--- src/rtl/mux32_1_pipe_pkg.sv ---
// Shared constants for the two-stage 32:1 bit-select pipeline.
// Selection is split into a low field (bit within a group) and a high field (group index).
package mux32_1_pipe_pkg;
  localparam int N_IN     = 32;
  localparam int SEL_W    = 5;
  localparam int GRP_W    = 8;
  localparam int N_GRP    = 4;
  localparam int SEL_LO_W = 3;
  localparam int SEL_HI_W = SEL_W - SEL_LO_W;
endpackage

--- src/rtl/mux32_1_pipe_if.sv ---
// Request/result bundle for mux32_1_pipe.
// The master drives the select request and the slave returns the registered bit.
interface mux32_1_pipe_if;
  import mux32_1_pipe_pkg::*;

  logic             in_valid;
  logic [SEL_W-1:0] sel;
  logic [N_IN-1:0]  in;
  logic             out;
  logic             out_valid;

  modport master (
    output in_valid, sel, in,
    input  out, out_valid
  );

  modport slave (
    input  in_valid, sel, in,
    output out, out_valid
  );
endinterface

--- src/rtl/mux32_1_pipe_mux4_1.sv ---
// Combinational 4:1 selector that picks one registered group result.
module mux4_1
  import mux32_1_pipe_pkg::*;
(
  input  logic [N_GRP-1:0]    din,
  input  logic [SEL_HI_W-1:0] sel,
  output logic                dout
);
  assign dout = din[sel];
endmodule

--- src/rtl/mux32_1_pipe_mux8_1.sv ---
// Combinational 8:1 bit selector used for each stage-1 group.
module mux8_1
  import mux32_1_pipe_pkg::*;
(
  input  logic [GRP_W-1:0]    din,
  input  logic [SEL_LO_W-1:0] sel,
  output logic                dout
);
  // Plain indexing keeps unselected bits out of the result.
  assign dout = din[sel];
endmodule

--- src/rtl/mux32_1_pipe.sv ---
// Two-stage 32:1 bit selector: four 8:1 groups registered, then a 4:1 pick registered.
// Every register in the design is here; the mux leaves are purely combinational.
module mux32_1_pipe
  import mux32_1_pipe_pkg::*;
(
  input  logic           clk,
  input  logic           rst_n,
  mux32_1_pipe_if.slave  bus
);

  logic [N_GRP-1:0]    grp_d;
  logic [N_GRP-1:0]    grp_q;
  logic [SEL_HI_W-1:0] sel_hi_q;
  logic                vld_q;
  logic                pick;
  logic                out_q;
  logic                out_vld_q;

  genvar g;
  generate
    for (g = 0; g < N_GRP; g++) begin : g_grp
      mux8_1 u_mux8 (
        .din  (bus.in[g*GRP_W +: GRP_W]),
        .sel  (bus.sel[SEL_LO_W-1:0]),
        .dout (grp_d[g])
      );
    end
  endgenerate

  mux4_1 u_mux4 (
    .din  (grp_q),
    .sel  (sel_hi_q),
    .dout (pick)
  );

  // Stage 1: the valid bit always advances; data loads only with a valid request.
  always_ff @(posedge clk or negedge rst_n) begin
    if (!rst_n) begin
      grp_q    <= '0;
      sel_hi_q <= '0;
      vld_q    <= 1'b0;
    end else begin
      vld_q <= bus.in_valid;
      if (bus.in_valid) begin
        grp_q    <= grp_d;
        sel_hi_q <= bus.sel[SEL_W-1:SEL_LO_W];
      end
    end
  end

  // Stage 2: out holds its last result across bubbles.
  always_ff @(posedge clk or negedge rst_n) begin
    if (!rst_n) begin
      out_q     <= 1'b0;
      out_vld_q <= 1'b0;
    end else begin
      out_vld_q <= vld_q;
      if (vld_q) out_q <= pick;
    end
  end

  assign bus.out       = out_q;
  assign bus.out_valid = out_vld_q;

endmodule

--- src/flat_wrapper.sv ---
// flat-port wrapper written by rule: the top's interface ports become plain ports
module mux32_1_pipe_flat import mux32_1_pipe_pkg::*;
  (clk, rst_n, bus_in_valid, bus_sel, bus_in, bus_out, bus_out_valid);
  mux32_1_pipe_if bus_i ();
  input  logic clk;
  input  logic rst_n;
  input wire logic [$bits(bus_i.in_valid)-1:0] bus_in_valid;
  input wire logic [$bits(bus_i.sel)-1:0] bus_sel;
  input wire logic [$bits(bus_i.in)-1:0] bus_in;
  output wire logic [$bits(bus_i.out)-1:0] bus_out;
  output wire logic [$bits(bus_i.out_valid)-1:0] bus_out_valid;
  assign bus_i.in_valid = bus_in_valid;
  assign bus_i.sel = bus_sel;
  assign bus_i.in = bus_in;
  assign bus_out = bus_i.out;
  assign bus_out_valid = bus_i.out_valid;
  mux32_1_pipe u_core (.clk(clk), .rst_n(rst_n), .bus(bus_i));
endmodule
--- config.mk ---
export PLATFORM = sky130hd
export DESIGN_NAME = mux32_1_pipe_flat
export DESIGN_NICKNAME = d
export VERILOG_FILES = /design/src/rtl/mux32_1_pipe_pkg.sv /design/src/rtl/mux32_1_pipe_if.sv /design/src/rtl/mux32_1_pipe_mux4_1.sv /design/src/rtl/mux32_1_pipe_mux8_1.sv /design/src/rtl/mux32_1_pipe.sv /design/src/flat_wrapper.sv
export SDC_FILE = /design/constraint.sdc
export NUM_CORES = 1
export LEC_CHECK = 0
export ABC_AREA = 1
export CELL_PAD_IN_SITES_DETAIL_PLACEMENT = 0
export CELL_PAD_IN_SITES_GLOBAL_PLACEMENT = 1
export CORE_MARGIN = 2
export CORE_UTILIZATION = 22
export CTS_BUF_LIST = sky130_fd_sc_hd__clkbuf_4 sky130_fd_sc_hd__clkbuf_8
export DETAILED_ROUTE_END_ITERATION = 8
export PLACE_DENSITY = 0.86
export SYNTH_ARGS = -nofsm -noshare
export SYNTH_HDL_FRONTEND = slang
export SYNTH_SLANG_ARGS = --single-unit
--- constraint.sdc ---
create_clock -name clk -period 0.82 [get_ports clk]
set_input_delay 0.164 -clock clk [delete_from_list [all_inputs] [get_ports clk]]
set_output_delay 0.164 -clock clk [all_outputs]
set_load 0.03 [all_outputs]
Yosys cells after proc, flatten, opt, wreduce, memory -nomap -nowiden
Index checks and enable logic that the tools add are counted.
{"block": "word_totals", "word_cells": 17, "reg_bits": 9, "in_bits": 40, "out_inout_bits": 2}
{"block": "classes", "n_lt_le_gt_ge": 2, "muxes": 10}
{"operator": "1-bit binary-select mux with 3-bit select", "n": 4}
{"operator": "1-bit two-way mux", "n": 5}
{"operator": "3-bit by 4-bit less-than comparator with 1-bit output (second input constant)", "n": 1}
{"operator": "2-bit by 3-bit less-than comparator with 1-bit output (second input constant)", "n": 1}
{"operator": "1-bit binary-select mux with 2-bit select", "n": 1}

Depth between registers and ports, before layout
Gate-level depths: netlist of run 1.
{"block": "logic_depth", "word_depth": 2, "mapped_depth": 8}

Modules after synthesis
Synthesis of run 1 repeated with hierarchy kept, for this count alone.
{"block": "hier_totals", "cells_unflattened": 157, "area_unflattened_um2": 803.3}
{"mod": "mux8_1", "n_inst": 4, "area_per_inst_um2": 110.1, "seq_area_each_um2": 0.0, "cells_each": 28}
{"mod": "mux32_1_pipe", "n_inst": 1, "area_per_inst_um2": 311.5, "seq_area_each_um2": 225.2, "cells_each": 32}
{"mod": "mux4_1", "n_inst": 1, "area_per_inst_um2": 51.3, "seq_area_each_um2": 0.0, "cells_each": 13}

Worst setup path before layout of run 1
Ideal clock, no wire load.
{"block": "synth_timing", "path_kind": "input -> register", "startpoint": "input bus_sel[0]", "endpoint": "register u_core.grp_q[2]", "setup_ns": 0.117, "t_arrival_ns": 0.740, "path_slack_ns": -0.037, "t_required_ns": 0.703, "path_stages": 8, "path_buffers": 2, "cell_sequence": "buf_6 > inv_4 > buf_6 > nand2_2 > nand3_1 > nand3_1 > nand3_1 > nand2_1"}
{"block": "synth_between", "elab_chain_len": 2}
{"item": "from (decl)", "line_no": "flat_wrapper.sv:8", "source": "input wire logic [$bits(bus_i.sel)-1:0] bus_sel;"}
{"item": "1-bit binary-select mux with 3-bit select", "line_no": "mux32_1_pipe_mux8_1.sv:10", "source": "assign dout = din[sel];"}
{"item": "1-bit two-way mux (not written as such)", "line_no": "mux32_1_pipe_mux8_1.sv:10"}
{"item": "to (signal assigned)", "line_no": "mux32_1_pipe.sv:45", "source": "grp_q <= grp_d;"}
{"item": "to (decl)", "line_no": "mux32_1_pipe.sv:12", "source": "logic [N_GRP-1:0] grp_q;"}
No other way between the ends. The select of a mux whose other input is x is not followed.
A chain may end at the register's enable or synchronous reset.

Final worst setup path of run 1
{"block": "layout_timing", "startpoint": "register u_core.out_q, in the netlist u_core.bus.out", "endpoint": "output bus_out"}
{"item": "from (decl)", "line_no": "mux32_1_pipe.sv:16", "source": "logic out_q;"}
{"item": "from (signal assigned)", "line_no": "mux32_1_pipe.sv:58", "source": "if (vld_q) out_q <= pick;"}
{"item": "to (decl)", "line_no": "flat_wrapper.sv:10", "source": "output wire logic [$bits(bus_i.out)-1:0] bus_out;"}
No word-level cell between the ends.

==> results.yml, run 1 <==
run_status:
  status: "complete, but fails checks"
  violations: "negative setup slack"
global_routing:
  overflow: 0
  grt_pass1_wl_mm: 3.50
  antenna_found_initial: 0
  grt_usage_pct: 10.9
  grt_pass1_vias: 883
  grt_max_degree: 17
finish:
  diodes: 0
  fin_cells: 224
  syn_to_final_growth_pct: 91.6
  layout_commonest_cell: "nand2_1"
  final_cell_mix: "nand2_1, dlymetal6s2s_1, inv_1"
  drive_above_1_share_pct: 23.0
  nets: 219
critical_path:
  crit_start: "u_core.bus.out"
  path_class: "register to output port"
  cp_cell_sequence: "buf_6"
  crit_family: "flip-flops"
  critical-path-max-stage-delay_ns: 0.40
  crit_required_ns: 0.66
  path_buf_inv: 1
  end_kind: "output port"
  crit_arrival_ns: 0.81
  worstSetupStartpointType: "register"
  slowest_stage: "dfrtp_1"
  r2r_start: "u_core.sel_hi_q[0]"
  path_max_fanout: 2
clock_tree:
  clock_sinks: 9
  cts_root_buf: "clkbuf_4"
  cts_tree: "yes"
  worst_skew_pair.late_latency_ns: 0.26
  htreeDepth: 1
  cts.reportedPaths.clkPinSlew_ns: 0.06
  cts.hold.buffers_added: 0
  cts_buffers: 3
  clock_path_buffers: 2
sta:
  fmax_mhz: 1030
  drv_slew: 0
  whs_ns: 0.176
  hold_violations: 0
  setup_viol: 3
  grt_setup_unrepaired: "yes"
  final.min_clock_period_ns: 0.972
  fin_ws_ns: -0.152
  final.setup.tns_ns: -0.328
  slew_headroom_pct: 81.0
  worst_pin_slew_ns: 0.286
  clock_skew_ns: 0.00705
  fin_crit_sh_pct: 119
min_path:
  min_path_type: "primary input to async pin"
place:
  gp_congestion: 0.794
  placedCellCount: 219
  port_buffers: 41
  dp_hpwl_mm: 1.61
  post-place-ws_ns: -0.636
die:
  die_x_um: 62.2
  die_h_um: 62.2
  row_count: 21
  core_area_um2: 3280
  io_pins: 42
  start_util_pct: 22.7
  dieArea_um2: 3870
yosys:
  synthCells: 130
  ys_seq_elements: 9
  synth_top_area_cell: "dfrtp_1"
  syn-num-nets: 170
  avgSynthCellArea_um2: 5.73
  ys_seq_area_share_pct: 30.3
  synth_top_cell_area_share_pct: 30.3
  yosysWarnings: 0
  synth_area_leaders: "dfrtp_1, nand2_1, nand3_1"
  yosysUniqueCellTypes: 11
  netlist_area_um2: 744
power:
  ir_drop_v: 0.000361
  power_density_nw_per_um2: 1020
  power_mw: 1.45
  power.leakage_nw: 0.982
drt:
  dr.pass1.iters: 3
  drtIter0Drc: 19
  num_vias: 930
  drc: 0
  vias_per_cell: 4.15
  totalWireLength_mm: 2.21
  ant_nets: 0
  wire_per_inst_um: 9.86
job:
  drv_cap: 0
==> cell usage after synthesis, drive strengths merged <==
| master | count |
|---|---|
| nand2 | 52 |
| inv | 31 |
| nand3 | 24 |
| dfrtp | 9 |
| buf | 5 |
| o21ai | 5 |
| nor2 | 4 |
==> per-stage QoR <==
step	util (%)	instance area (µm²)
after floorplan	-	751
after global placement	37.2	1220
after detailed placement	37.2	1220
after CTS	38.5	1260
after global routing	43.4	1430
final	43.4	1430
==> where the power goes <==
group	leakage, nW	switching [mW]	internal, mW	total, mW
Combinational	0.855	0.258	0.292	0.550
Clock	0.0184	0.155	0.220	0.375
Sequential	0.108	0.0316	0.492	0.524
Total	0.982	0.444	1.01	1.45
==> layer usage <==
| layer | vias to the layer above | track usage (%) | part of all wire, % | wire length (µm) |
|---|---|---|---|---|
| li1 | 482 | - | - | - |
| met1 | 419 | 13.9 | 44 | 972 |
| met2 | 25 | 18.5 | 51 | 1120 |
| met3 | 4 | 1.45 | 4.3 | 95 |
| met4 | 0 | 5.00 | 1.0 | 23 |
| met5 | - | 0 | 0 | 0 |
==> path summary, 6_finish.rpt <==
check                                             to  depth (start not counted)  slack (ns)
worst max-delay path                         bus_out                          1       -0.15
worst min-delay path              u_core.sel_hi_q[1]                          2        0.18
worst max register to register        u_core.bus.out                          6       -0.07
worst min register to register  u_core.bus.out_valid                          0        0.42
max in group asynchronous            u_core.grp_q[1]                          2        0.51
min in group clk                        u_core.vld_q                          1        0.32
==> flip-flops by register name (all words and copies together) (netlist names) <==
signal	count
u_core.bus.out	1
u_core.vld_q	1
u_core.bus.out_valid	1
u_core.grp_q	4
u_core.sel_hi_q	2
==> logic make-up after synthesis <==
group	synth area share, %
AO/OA/AOI/OAI	3.36
buffers and inverters	21.3
flip-flops	30.3
AND/OR/NAND/NOR	45.0
==> final cells by class <==
cell class                 instances  area, µm²
multi-input combinational         85        454
fill                             353       1860
tap                               46       57.6
sequential                         9        225
timing repair buffer              49        538
clock buffer                       4       30.0
inverter                          31        121
==> repair_timing <==
| action | 4_1_cts | 5_1_grt |
|---|---|---|
| buffers inserted | 0 | 1 |
| pin swaps | 3 | 35 |
| hold endpoints to repair | 0 | 0 |
| setup endpoints to repair | 7 | 8 |
| gates resized for setup | 13 | 50 |
Note: power is estimated with default switching activity, not from simulation.
==> inputs of run 2 (changes only) <==
- SKIP_CTS_REPAIR_TIMING: unset -> 1
==> run 2 against run 1 <==
The flow still finishes with violations (negative setup slack). Largest power group unchanged. Register-to-register slack worse by 0.02 ns. Total power down 0.90%. Die area unchanged. Maximum frequency up 0.12%. Critical path depth unchanged. Clock power about the same. Sequential share of layout area up 0.50 points. Setup slack better by 0.0012 ns. Combinational power down 2%. Global-route usage about the same. Sequential cell count unchanged. Non-clock buffer count unchanged.
==> results.yml, run 2 (synthesis results as in run 1) <==
run_status:
  status: "complete, but fails checks"
  violations: "negative setup slack"
sta:
  fin_ws_ns: -0.151
  hold_violations: 0
  fin_crit_sh_pct: 118
  fmax_mhz: 1030
  drv_slew: 0
  final.min_clock_period_ns: 0.971
  grt_setup_unrepaired: "yes"
  worst_pin_slew_ns: 0.301
  setup_viol: 3
  clock_skew_ns: 0.00537
  slew_headroom_pct: 79.9
job:
  drv_cap: 0
die:
  die_h_um: 62.2
  core_area_um2: 3280
  die_x_um: 62.2
  start_util_pct: 22.7
  io_pins: 42
  row_count: 21
  dieArea_um2: 3870
critical_path:
  crit_arrival_ns: 0.81
  worstReg2RegEnd: "u_core.bus.out"
  crit_start: "u_core.bus.out"
  slowest_stage: "dfrtp_1"
  critical-path-max-stage-delay_ns: 0.40
  path_class: "register to output port"
  r2r_start: "u_core.sel_hi_q[0]"
  cp_cell_sequence: "buf_6"
  endpoint: "bus_out"
  path_max_fanout: 2
  worstSetupStartpointType: "register"
  path_buf_inv: 1
  crit_cells: 1
  crit_family: "flip-flops"
  end_kind: "output port"
  crit_required_ns: 0.66
  r2r_cells: 6
  r2r_slack_ns: -0.09
finish:
  final_cell_mix: "nand2_1, inv_1, dlymetal6s2s_1"
  diodes: 0
  reg_top3: "u_core.grp_q (4), u_core.sel_hi_q (2)"
  nets: 219
  largest-register: "u_core.grp_q"
  largest_reg_flops: 4
  layout_commonest_cell: "nand2_1"
  fillers: 348
  syn_to_final_growth_pct: 85.7
  drive_above_1_share_pct: 18.5
drt:
  vias_per_cell: 4.05
  num_vias: 907
  ant_nets: 0
  totalWireLength_mm: 2.11
  dr.pass1.iters: 4
  wire_per_inst_um: 9.41
  drc: 0
  drtIter0Drc: 21
clock_tree:
  cts.reportedPaths.clkPinSlew_ns: 0.06
  clock_path_buffers: 2
  clock_sinks: 9
  cts_tree: "yes"
  htreeDepth: 1
  worst_skew_pair.late_latency_ns: 0.26
  cts_buffers: 3
  cts_root_buf: "clkbuf_4"
global_routing:
  antenna_found_initial: 0
  grt_pass1_vias: 891
  grt_usage_pct: 11.0
  grt_max_degree: 17
  overflow: 0
  grt_pass1_wl_mm: 3.51
power:
  power_density_nw_per_um2: 1040
  power_mw: 1.44
  ir_drop_v: 0.000353
  power.leakage_nw: 0.919
place:
  port_buffers: 41
  post-place-ws_ns: -0.636
  gp_congestion: 0.794
  dp_hpwl_mm: 1.61
min_path:
  min_path_type: "primary input to async pin"
run 2: changes by cell type in the layout (fill, tap and decap cells not counted), moves of 2 or more:
| cell | delta |
|---|---|
| nand3_1 | +6 |
| clkdlybuf4s50_1 | +8 |
| dlymetal6s2s_1 | -5 |
| nand2_2 | -2 |
| nand3_2 | -6 |
| nand2_1 | +2 |
| dlygate4sd2_1 | -3 |
run 2: layer usage:
layer  GRT usage [%]  part of all wire (%)
met1            13.7                    44
met2            18.9                    50
met3            1.45                   5.3
met4            5.00                     0
met5               0                     0
run 2: report_power, final:
part	total (mW)	internal (mW)	switching, mW
Sequential	0.524	0.492	0.0316
Clock	0.372	0.220	0.151
Combinational	0.540	0.296	0.244
run 2: how the worst min path moves through the flow:
stage / to / cells after the start / startpoint
after CTS: u_core.sel_hi_q[1] / 2 / rst_n
after detailed placement: u_core.bus.out_valid / 0 / u_core.vld_q
after global placement: u_core.bus.out_valid / 0 / u_core.vld_q
final: u_core.sel_hi_q[1] / 2 / rst_n
after floorplan: u_core.bus.out / 0 / rst_n
after global routing: u_core.bus.out_valid / 2 / rst_n
run 2: per-stage QoR:
step / area, µm² / hold slack, ns / TNS (ns) / std cells / util [%]
floorplan: 751 / -0.132 / -0.106 / 130 / -
global placement: 1220 / 0.385 / -3.02 / 219 / 37.2
detailed placement: 1220 / 0.385 / -3.18 / 219 / 37.2
CTS: 1250 / 0.174 / -1.75 / 223 / 38.1
global route: 1380 / 0.185 / -0.587 / 224 / 42.1
finish: 1380 / 0.178 / -0.347 / 224 / 42.1
run 2: cell type report:
| class | instances | area (µm²) | area share (%) |
|---|---|---|---|
| clock buffer | 4 | 30.0 | 2.17 |
| inverter | 31 | 121 | 8.78 |
| multi-input combinational | 85 | 419 | 30.3 |
| sequential | 9 | 225 | 16.3 |
| tap | 46 | 57.6 | 4.16 |
| timing repair buffer | 49 | 529 | 38.3 |
